[config.mk]
export PLATFORM = sky130hd
export DESIGN_NAME = if_stage
export DESIGN_NICKNAME = d
export VERILOG_FILES = /design/src/rtl/if_stage.sv
export SDC_FILE = /design/constraint.sdc
export NUM_CORES = 1
export LEC_CHECK = 0
export CELL_PAD_IN_SITES_DETAIL_PLACEMENT = 1
export CELL_PAD_IN_SITES_GLOBAL_PLACEMENT = 1
export CORE_ASPECT_RATIO = 1.4
export CORE_UTILIZATION = 44
export CTS_CLUSTER_SIZE = 30
export DETAILED_ROUTE_END_ITERATION = 8
export GPL_TIMING_DRIVEN = 0
export HOLD_SLACK_MARGIN = 0.1
export PLACE_DENSITY_LB_ADDON = 0.1
export SLEW_MARGIN = 5
export SYNTH_ARGS = -nofsm -noshare
export SYNTH_HDL_FRONTEND = slang
export SYNTH_SLANG_ARGS = --single-unit
[constraint.sdc]
create_clock -name i_clk -period 4.45 [get_ports i_clk]
set_clock_uncertainty 0.1 [all_clocks]
set_input_delay 1.1125 -clock i_clk [delete_from_list [all_inputs] [get_ports i_clk]]
set_output_delay 1.1125 -clock i_clk [all_outputs]
set_load 0.005 [all_outputs]
[src/rtl/if_stage.sv]
// Instruction-fetch stage: owns the PC, issues one instruction-memory request
// at a time and fills the IF/ID register. A one-entry hold buffer absorbs a
// response that arrives while decode is stalled. Redirects from execute
// discard any in-flight wrong-path fetch.
module if_stage #(
    parameter int unsigned      WIDTH    = 32,
    parameter logic [WIDTH-1:0] RESET_PC = 32'h0000_0000,
    parameter logic [WIDTH-1:0] NOP      = 32'h0000_0013
) (
    input  logic             i_clk,
    input  logic             i_rst_n,
    output logic             o_imem_req,
    output logic [WIDTH-1:0] o_imem_addr,
    input  logic             i_imem_gnt,
    input  logic             i_imem_rvalid,
    input  logic [WIDTH-1:0] i_imem_rdata,
    input  logic             i_stall,
    input  logic             i_redirect,
    input  logic [WIDTH-1:0] i_redirect_pc,
    output logic [WIDTH-1:0] o_instruccion,
    output logic [WIDTH-1:0] o_pc,
    output logic             o_valid
);

    typedef enum logic [1:0] {
        S_REQ,
        S_WAIT,
        S_HOLD
    } state_e;

    localparam logic [WIDTH-1:0] ALIGN_MASK = {{(WIDTH-2){1'b1}}, 2'b00};
    localparam logic [WIDTH-1:0] PC_STEP    = {{(WIDTH-3){1'b0}}, 3'b100};

    state_e           state_q, state_d;
    logic [WIDTH-1:0] pc_q, pc_d;
    logic [WIDTH-1:0] pc_req_q, pc_req_d;
    logic             kill_q, kill_d;
    logic [WIDTH-1:0] hold_instr_q, hold_instr_d;
    logic [WIDTH-1:0] hold_pc_q, hold_pc_d;
    logic [WIDTH-1:0] instr_q, instr_d;
    logic [WIDTH-1:0] opc_q, opc_d;
    logic             valid_q, valid_d;

    logic             ifid_load;
    logic [WIDTH-1:0] ifid_instr;
    logic [WIDTH-1:0] ifid_pc;

    // Request is a pure decode of the state so it is high straight out of reset.
    assign o_imem_req    = (state_q == S_REQ);
    assign o_imem_addr   = pc_q;
    assign o_instruccion = instr_q;
    assign o_pc          = opc_q;
    assign o_valid       = valid_q;

    // Next-state logic: a redirect wins over everything, otherwise run the fetch handshake.
    always_comb begin
        state_d      = state_q;
        pc_d         = pc_q;
        pc_req_d     = pc_req_q;
        kill_d       = kill_q;
        hold_instr_d = hold_instr_q;
        hold_pc_d    = hold_pc_q;
        instr_d      = instr_q;
        opc_d        = opc_q;
        valid_d      = valid_q;
        ifid_load    = 1'b0;
        ifid_instr   = i_imem_rdata;
        ifid_pc      = pc_req_q;

        if (i_redirect) begin
            // A redirect flushes IF/ID and the hold buffer even under stall;
            // an in-flight fetch is marked for dropping instead of being waited on here.
            pc_d         = i_redirect_pc & ALIGN_MASK;
            valid_d      = 1'b0;
            instr_d      = NOP;
            hold_instr_d = '0;
            hold_pc_d    = '0;
            case (state_q)
                S_REQ: begin
                    if (i_imem_gnt) begin
                        state_d = S_WAIT;
                        kill_d  = 1'b1;
                    end
                end
                S_WAIT: begin
                    if (i_imem_rvalid) begin
                        state_d = S_REQ;
                        kill_d  = 1'b0;
                    end else begin
                        kill_d  = 1'b1;
                    end
                end
                default: begin
                    state_d = S_REQ;
                end
            endcase
        end else begin
            case (state_q)
                S_REQ: begin
                    if (i_imem_gnt) begin
                        pc_req_d = pc_q;
                        pc_d     = pc_q + PC_STEP;
                        state_d  = S_WAIT;
                    end
                end
                S_WAIT: begin
                    if (i_imem_rvalid) begin
                        if (kill_q) begin
                            kill_d  = 1'b0;
                            state_d = S_REQ;
                        end else if (!valid_q || !i_stall) begin
                            ifid_load = 1'b1;
                            state_d   = S_REQ;
                        end else begin
                            hold_instr_d = i_imem_rdata;
                            hold_pc_d    = pc_req_q;
                            state_d      = S_HOLD;
                        end
                    end
                end
                S_HOLD: begin
                    if (!i_stall) begin
                        ifid_load  = 1'b1;
                        ifid_instr = hold_instr_q;
                        ifid_pc    = hold_pc_q;
                        state_d    = S_REQ;
                    end
                end
                default: begin
                    state_d = S_REQ;
                end
            endcase

            // IF/ID either takes the new word, drains to a bubble, or holds under stall.
            if (ifid_load) begin
                instr_d = ifid_instr;
                opc_d   = ifid_pc;
                valid_d = 1'b1;
            end else if (!i_stall) begin
                instr_d = NOP;
                valid_d = 1'b0;
            end
        end
    end

    // State registers, all returned to their reset values asynchronously.
    always_ff @(posedge i_clk or negedge i_rst_n) begin
        if (!i_rst_n) begin
            state_q      <= S_REQ;
            pc_q         <= RESET_PC;
            pc_req_q     <= '0;
            kill_q       <= 1'b0;
            hold_instr_q <= '0;
            hold_pc_q    <= '0;
            instr_q      <= NOP;
            opc_q        <= '0;
            valid_q      <= 1'b0;
        end else begin
            state_q      <= state_d;
            pc_q         <= pc_d;
            pc_req_q     <= pc_req_d;
            kill_q       <= kill_d;
            hold_instr_q <= hold_instr_d;
            hold_pc_q    <= hold_pc_d;
            instr_q      <= instr_d;
            opc_q        <= opc_d;
            valid_q      <= valid_d;
        end
    end

endmodule

After elaboration in Yosys (flattened, before gate mapping)
Cells that the tools add are included.
{"block": "totals", "in_bits": 70, "ff_bits": 196}
{"block": "classes", "n_addsub": 1, "n_reduce_logical": 15, "mux": 44, "eq_ne": 8, "bitwise": 1}
{"cell": "$mux 32", "n": 20}
{"cell": "$add 32x3->32 const B", "n": 1}
{"cell": "$mux 2", "n": 7}
{"cell": "$mux 1", "n": 13}
{"cell": "$reduce_bool 2->1", "n": 5}
{"cell": "$reduce_and 4->1", "n": 2}
{"cell": "$ne 2x2->1 const B", "n": 3}
{"cell": "$ne 3x3->1 const B", "n": 2}
{"cell": "$pmux 2 s3", "n": 1}
{"cell": "$reduce_and 2->1", "n": 3}
{"cell": "$pmux 1 s2", "n": 2}
{"cell": "$pmux 2 s2", "n": 1}
{"cell": "$ne 3x1->1 const B", "n": 1}
{"cell": "$reduce_and 3->1", "n": 1}
{"cell": "$eq 2x1->1 const B", "n": 1}
{"cell": "$eq 2x2->1 const B", "n": 1}
{"cell": "$logic_not 1->1", "n": 2}
{"cell": "$logic_not 2->1", "n": 1}
{"cell": "$logic_or 1x1->1", "n": 1}
{"cell": "$not 1->1", "n": 1}

Longest topological paths before layout
{"block": "logic_depth", "ltp_word": 9, "ltp_mapped": 8, "ltp_nobuf": 6}

Least setup slack after synthesis
No wires, ideal clock.
{"block": "synth_timing", "path_kind": "input-to-reg", "start": "input port i_imem_gnt", "end": "register pc_q[25] (netlist: o_imem_addr[25])", "setup_slack_ns": 1.798, "t_arrival_ns": 2.470, "path_stages": 5, "n_path_buf": 1, "cell_sequence": "buf_4 nand2_8 or4_4 or4_1 a31oi_1"}
{"block": "synth_between", "elab_chain_len": 2}
{"item": "from (decl)", "line_no": "14", "text": "input logic i_imem_gnt,"}
{"item": "$reduce_bool 2->1 (no line)"}
{"item": "$reduce_and 2->1 (no line)"}
{"item": "to (signal assigned)", "line_no": "160", "text": "pc_q <= pc_d;"}
{"item": "to (decl)", "line_no": "35", "text": "logic [WIDTH-1:0] pc_q, pc_d;"}
Every way passes these cells.
A chain may end at the register's enable or synchronous reset.

Final worst setup path
{"block": "layout_timing", "start": "input port i_stall", "end": "register opc_q[13] (netlist: o_pc[13])"}
{"block": "layout_between", "elab_chain_len": 8}
{"item": "from (decl)", "line_no": "17", "text": "input logic i_stall,"}
{"item": "$logic_not 1->1"}
{"item": "$logic_or 1x1->1", "line_no": "111", "text": "end else if (!valid_q || !i_stall) begin"}
{"item": "$mux 1", "line_no": "111"}
{"item": "$mux 1", "line_no": "108", "text": "if (kill_q) begin"}
{"item": "$mux 1", "line_no": "107", "text": "if (i_imem_rvalid) begin"}
{"item": "$pmux 1 s2", "line_no": "98", "text": "case (state_q)"}
{"item": "$mux 1", "line_no": "70", "text": "if (i_redirect) begin"}
{"item": "$reduce_and 2->1 (no line)"}
{"item": "to (signal assigned)", "line_no": "166", "text": "opc_q <= opc_d;"}
{"item": "to (decl)", "line_no": "41", "text": "logic [WIDTH-1:0] opc_q, opc_d;"}
Several ways; a longest one is shown, not always the timed one. The select of a mux whose other input is x is not followed.

==> flow_summary_export.csv <==
group,metric,value,unit
power,clockPowerShare,30.4,%
timing,fin_setup_tns,0,ps
clock_tree,clock_latency,440,ps
yosys,yosys_warnings,0,
yosys,ys_seq_area_share,56.8,%
detailed_routing,drt_wl_total,23.5,mm
timing,min_period,3170,ps
worst_setup_path,crit_buf_inv,3,
power,power,0.00510,W
grt,met1_usage,29.8,%
timing,finalCritPeriodShare,71.3,%
timing,fin_ws,1280,ps
grt,antenna_found_initial,0,
power,leakage,4.60,nW
grt,grt_overflow_total,0,
grt,grt_start_max_net_pins,115,
worst_setup_path,cpMaxStageDelayCell,"clkbuf_1",
grt,grt_most_used_layer,"met2",
final_layout,drive_above_1_share,16.7,%
yosys,yosysTopAreaCell,"dfrtp_1",
grt,met2_usage,46.0,%
grt,grt_pass1_wl,38.4,mm
clock_tree,htreeDepth,4,
yosys,synth_area,8380,sq um
worst_setup_path,crit_chain,"clkdlybuf4s50_1, nor2b_1, buf_2, clkbuf_1, mux2_2, mux2_2",
detailed_routing,avgViaCountPerCell,5.71,
timing,relSlewSlack,34.3,%
yosys,synthArstFlopShare,100,%
run,maxCapViolCount,0,
detailed_routing,route.detailed.drc,0,
clock_tree,cts_buffers,17,
clock_tree,holdBufCountCts,0,
final_layout,syn2layout_area_growth,30.5,%
worst_setup_path,crit_required,4680,ps
worst_setup_path,path_common_cell,"mux2_2",
clock_tree,post-cts-setup-buffers,0,
final_layout,final_cells,1128,
yosys,ys.flop_type,"dfrtp_1",
yosys,synth_edf_count,0,
hold_path,hold_class,"flip-flop to flip-flop",
power,p_comb_share,24.0,%
worst_setup_path,slowest_delay,620,ps
power,p_seq_share,45.6,%
place,io_buffers,162,
floorplan,dieArea,19600,sq um
final_layout,fillerInstances,1964,
worst_setup_path,end_kind,"flip-flop",
worst_setup_path,startpoint_type,"primary input",
final_layout,num_antenna_cells,0,
timing,max_clock_freq,315,MHz
detailed_routing,via_count,6446,
floorplan,rows,59,
grt,grt_use_met3,4.70,%
yosys,ys_ff_latch,190,
worst_setup_path,crit_arrival,3400,ps
worst_setup_path,critical-path-top-delay-family,"buffers and inverters",
power,internal_power,0.00368,W
place,place.gp.congestion,0.852,
detailed_routing,final_antenna_net_count,0,
final_layout,multi_input_area,3360,sq um
timing,slew_viol_final,0,
grt,grt_usage,25.4,%
clock_tree,clock-sinks,190,
place,dp_hpwl,16.5,mm
timing,setup_viol,0,
power,irDropWorstVdd,0.281,mV
place,dp_cells,1096,
power,powerDensity,467,nW/um^2
final_layout,nets,945,
worst_setup_path,r2r_setup_slack,1720,ps
clock_tree,path_clk_slew,70,ps
worst_setup_path,critPathKind,"primary input to flip-flop",
floorplan,die-width,119,um
clock_tree,clockBufferDepth,2,
clock_tree,cts_resized,0,
detailed_routing,dr.first_iter.drc_count,328,
power,p_sw,0.00142,W
floorplan,core,18600,sq um
grt,first_global_vias,7191,
floorplan,ios,168,
run_status,status,"complete, no violations",
yosys,synth_cell_types,48,
floorplan,start_util,45.0,%
detailed_routing,firstDrtPassIters,4,
timing,rsz0062_at_grt,"no",
power,switching_share,27.9,%
floorplan,die_h,165,um
yosys,yosysTopAreaCellShare,55.9,%
timing,hold_viol,0,
detailed_routing,wire_per_inst,20.8,um
yosys,synth_area_leaders,"dfrtp_1 56%, mux2_2 12%, a22o_1 6.6%",
place,dp_slack,817,ps
clock_tree,root_buffer,"clkbuf_16",
worst_setup_path,critPathMaxFanout,10,
yosys,avgSynthCellArea,12.2,sq um
timing,worst_pin_slew,981,ps
clock_tree,cts_tree,"yes",
yosys,netlist_instances,688,
final_layout,ff_latch_area,4760,sq um
[layout make-up]
cell class                 count  area share [%]
inverter                      10           0.343
clock inverter                13            1.38
timing repair buffer         163            15.1
buffer                        46            2.08
sequential                   190            43.5
clock buffer                  19            4.05
tap                          244            2.79
multi-input combinational    443            30.7
[worst min-delay path, cell delays in order (launching register included)]
cell and delay [ps]:
dfrtp_1 340, nand2_1 40, o21ai_0 60
[layout by cell type (no fill, tap or decap), types with 7 or more instances in the layout]
cell and count:
nand4_1 7, nor2_1 18, nor2b_1 7, buf_2 8, inv_1 9, clkbuf_1 31
clkdlybuf4s50_1 161, mux2_2 87, a22o_1 63, clkbuf_16 17, o31ai_1 10, xor2_1 7
nand2_1 62, a21oi_1 9, o21ai_0 50, nand3_1 16, mux2i_1 33, or4_1 13
dfrtp_1 187, a31oi_1 13
[layer usage]
| metal | part of all wire [%] | vias up | routed length, um |
|---|---|---|---|
| met4 | 2.5 | 0 | 580 |
| met3 | 3.7 | 47 | 866 |
| met1 | 40 | 3331 | 9440 |
| li1 | - | 2892 | - |
| met2 | 54 | 176 | 12600 |
| met5 | 0 | - | 0 |
[power groups by stage]
stage	sequential [W]	clock [W]	combinational, W
6_report	0.00232	0.00155	0.00123
5_1_grt	0.00237	0.00165	0.00134
4_1_cts	0.00233	0.00159	0.00125
3_5_place_dp	0.00236	0	0.00123
3_3_place_gp	0.00232	0	0.00119
2_1_floorplan	0.00229	0	0.000598
[final timing paths]
kind,startpoint,to,depth (start not counted)
max,i_stall,o_pc[13],6
min,o_instruccion[17],o_instruccion[17],2
max reg2reg,state_q[0],o_pc[13],7
min reg2reg,o_instruccion[17],o_instruccion[17],2
max in group asynchronous,i_rst_n,hold_pc_q[17],2
min in group asynchronous,i_rst_n,hold_instr_q[18],1
[synth_stat cells, types with 10 or more instances]
library cell / instances
a31oi_1: 13
o21ai_0: 50
dfrtp_1: 187
mux2i_1: 33
or4_1: 13
mux2_2: 87
nand3_1: 16
nor2_1: 18
a22o_1: 63
nand2_1: 62
o31ai_1: 10
clkbuf_1: 30
[stage by stage]
step	hold WS, ps	util (%)	instance area [sq um]
global route	415	58.8	10900
global placement	361	55.4	10300
floorplan	353	-	8380
finish	379	58.8	10900
CTS	387	58.8	10900
detailed placement	372	55.6	10300
[sequential cells by signal (all words and copies together) (netlist names)]
| name | flops |
|---|---|
| o_imem_addr | 30 |
| o_pc | 31 |
| o_instruccion | 32 |
| hold_pc_q | 31 |
| o_valid | 1 |
| hold_instr_q | 32 |
| kill_q | 1 |
| state_q | 2 |
| pc_req_q | 30 |
[cells by family after synthesis]
logic type / after synthesis / share of synthesized area, %
xor+xnor: 12 / 1.25
fa+ha+maj: 4 / 0.597
flops: 190 / 56.8
compound gates: 154 / 12.9
other cells: 1 / 0.0448
simple gates: 151 / 9.62
buf+inv: 56 / 3.17
mux: 120 / 15.6
Note: power is estimated with default switching activity, not from simulation.
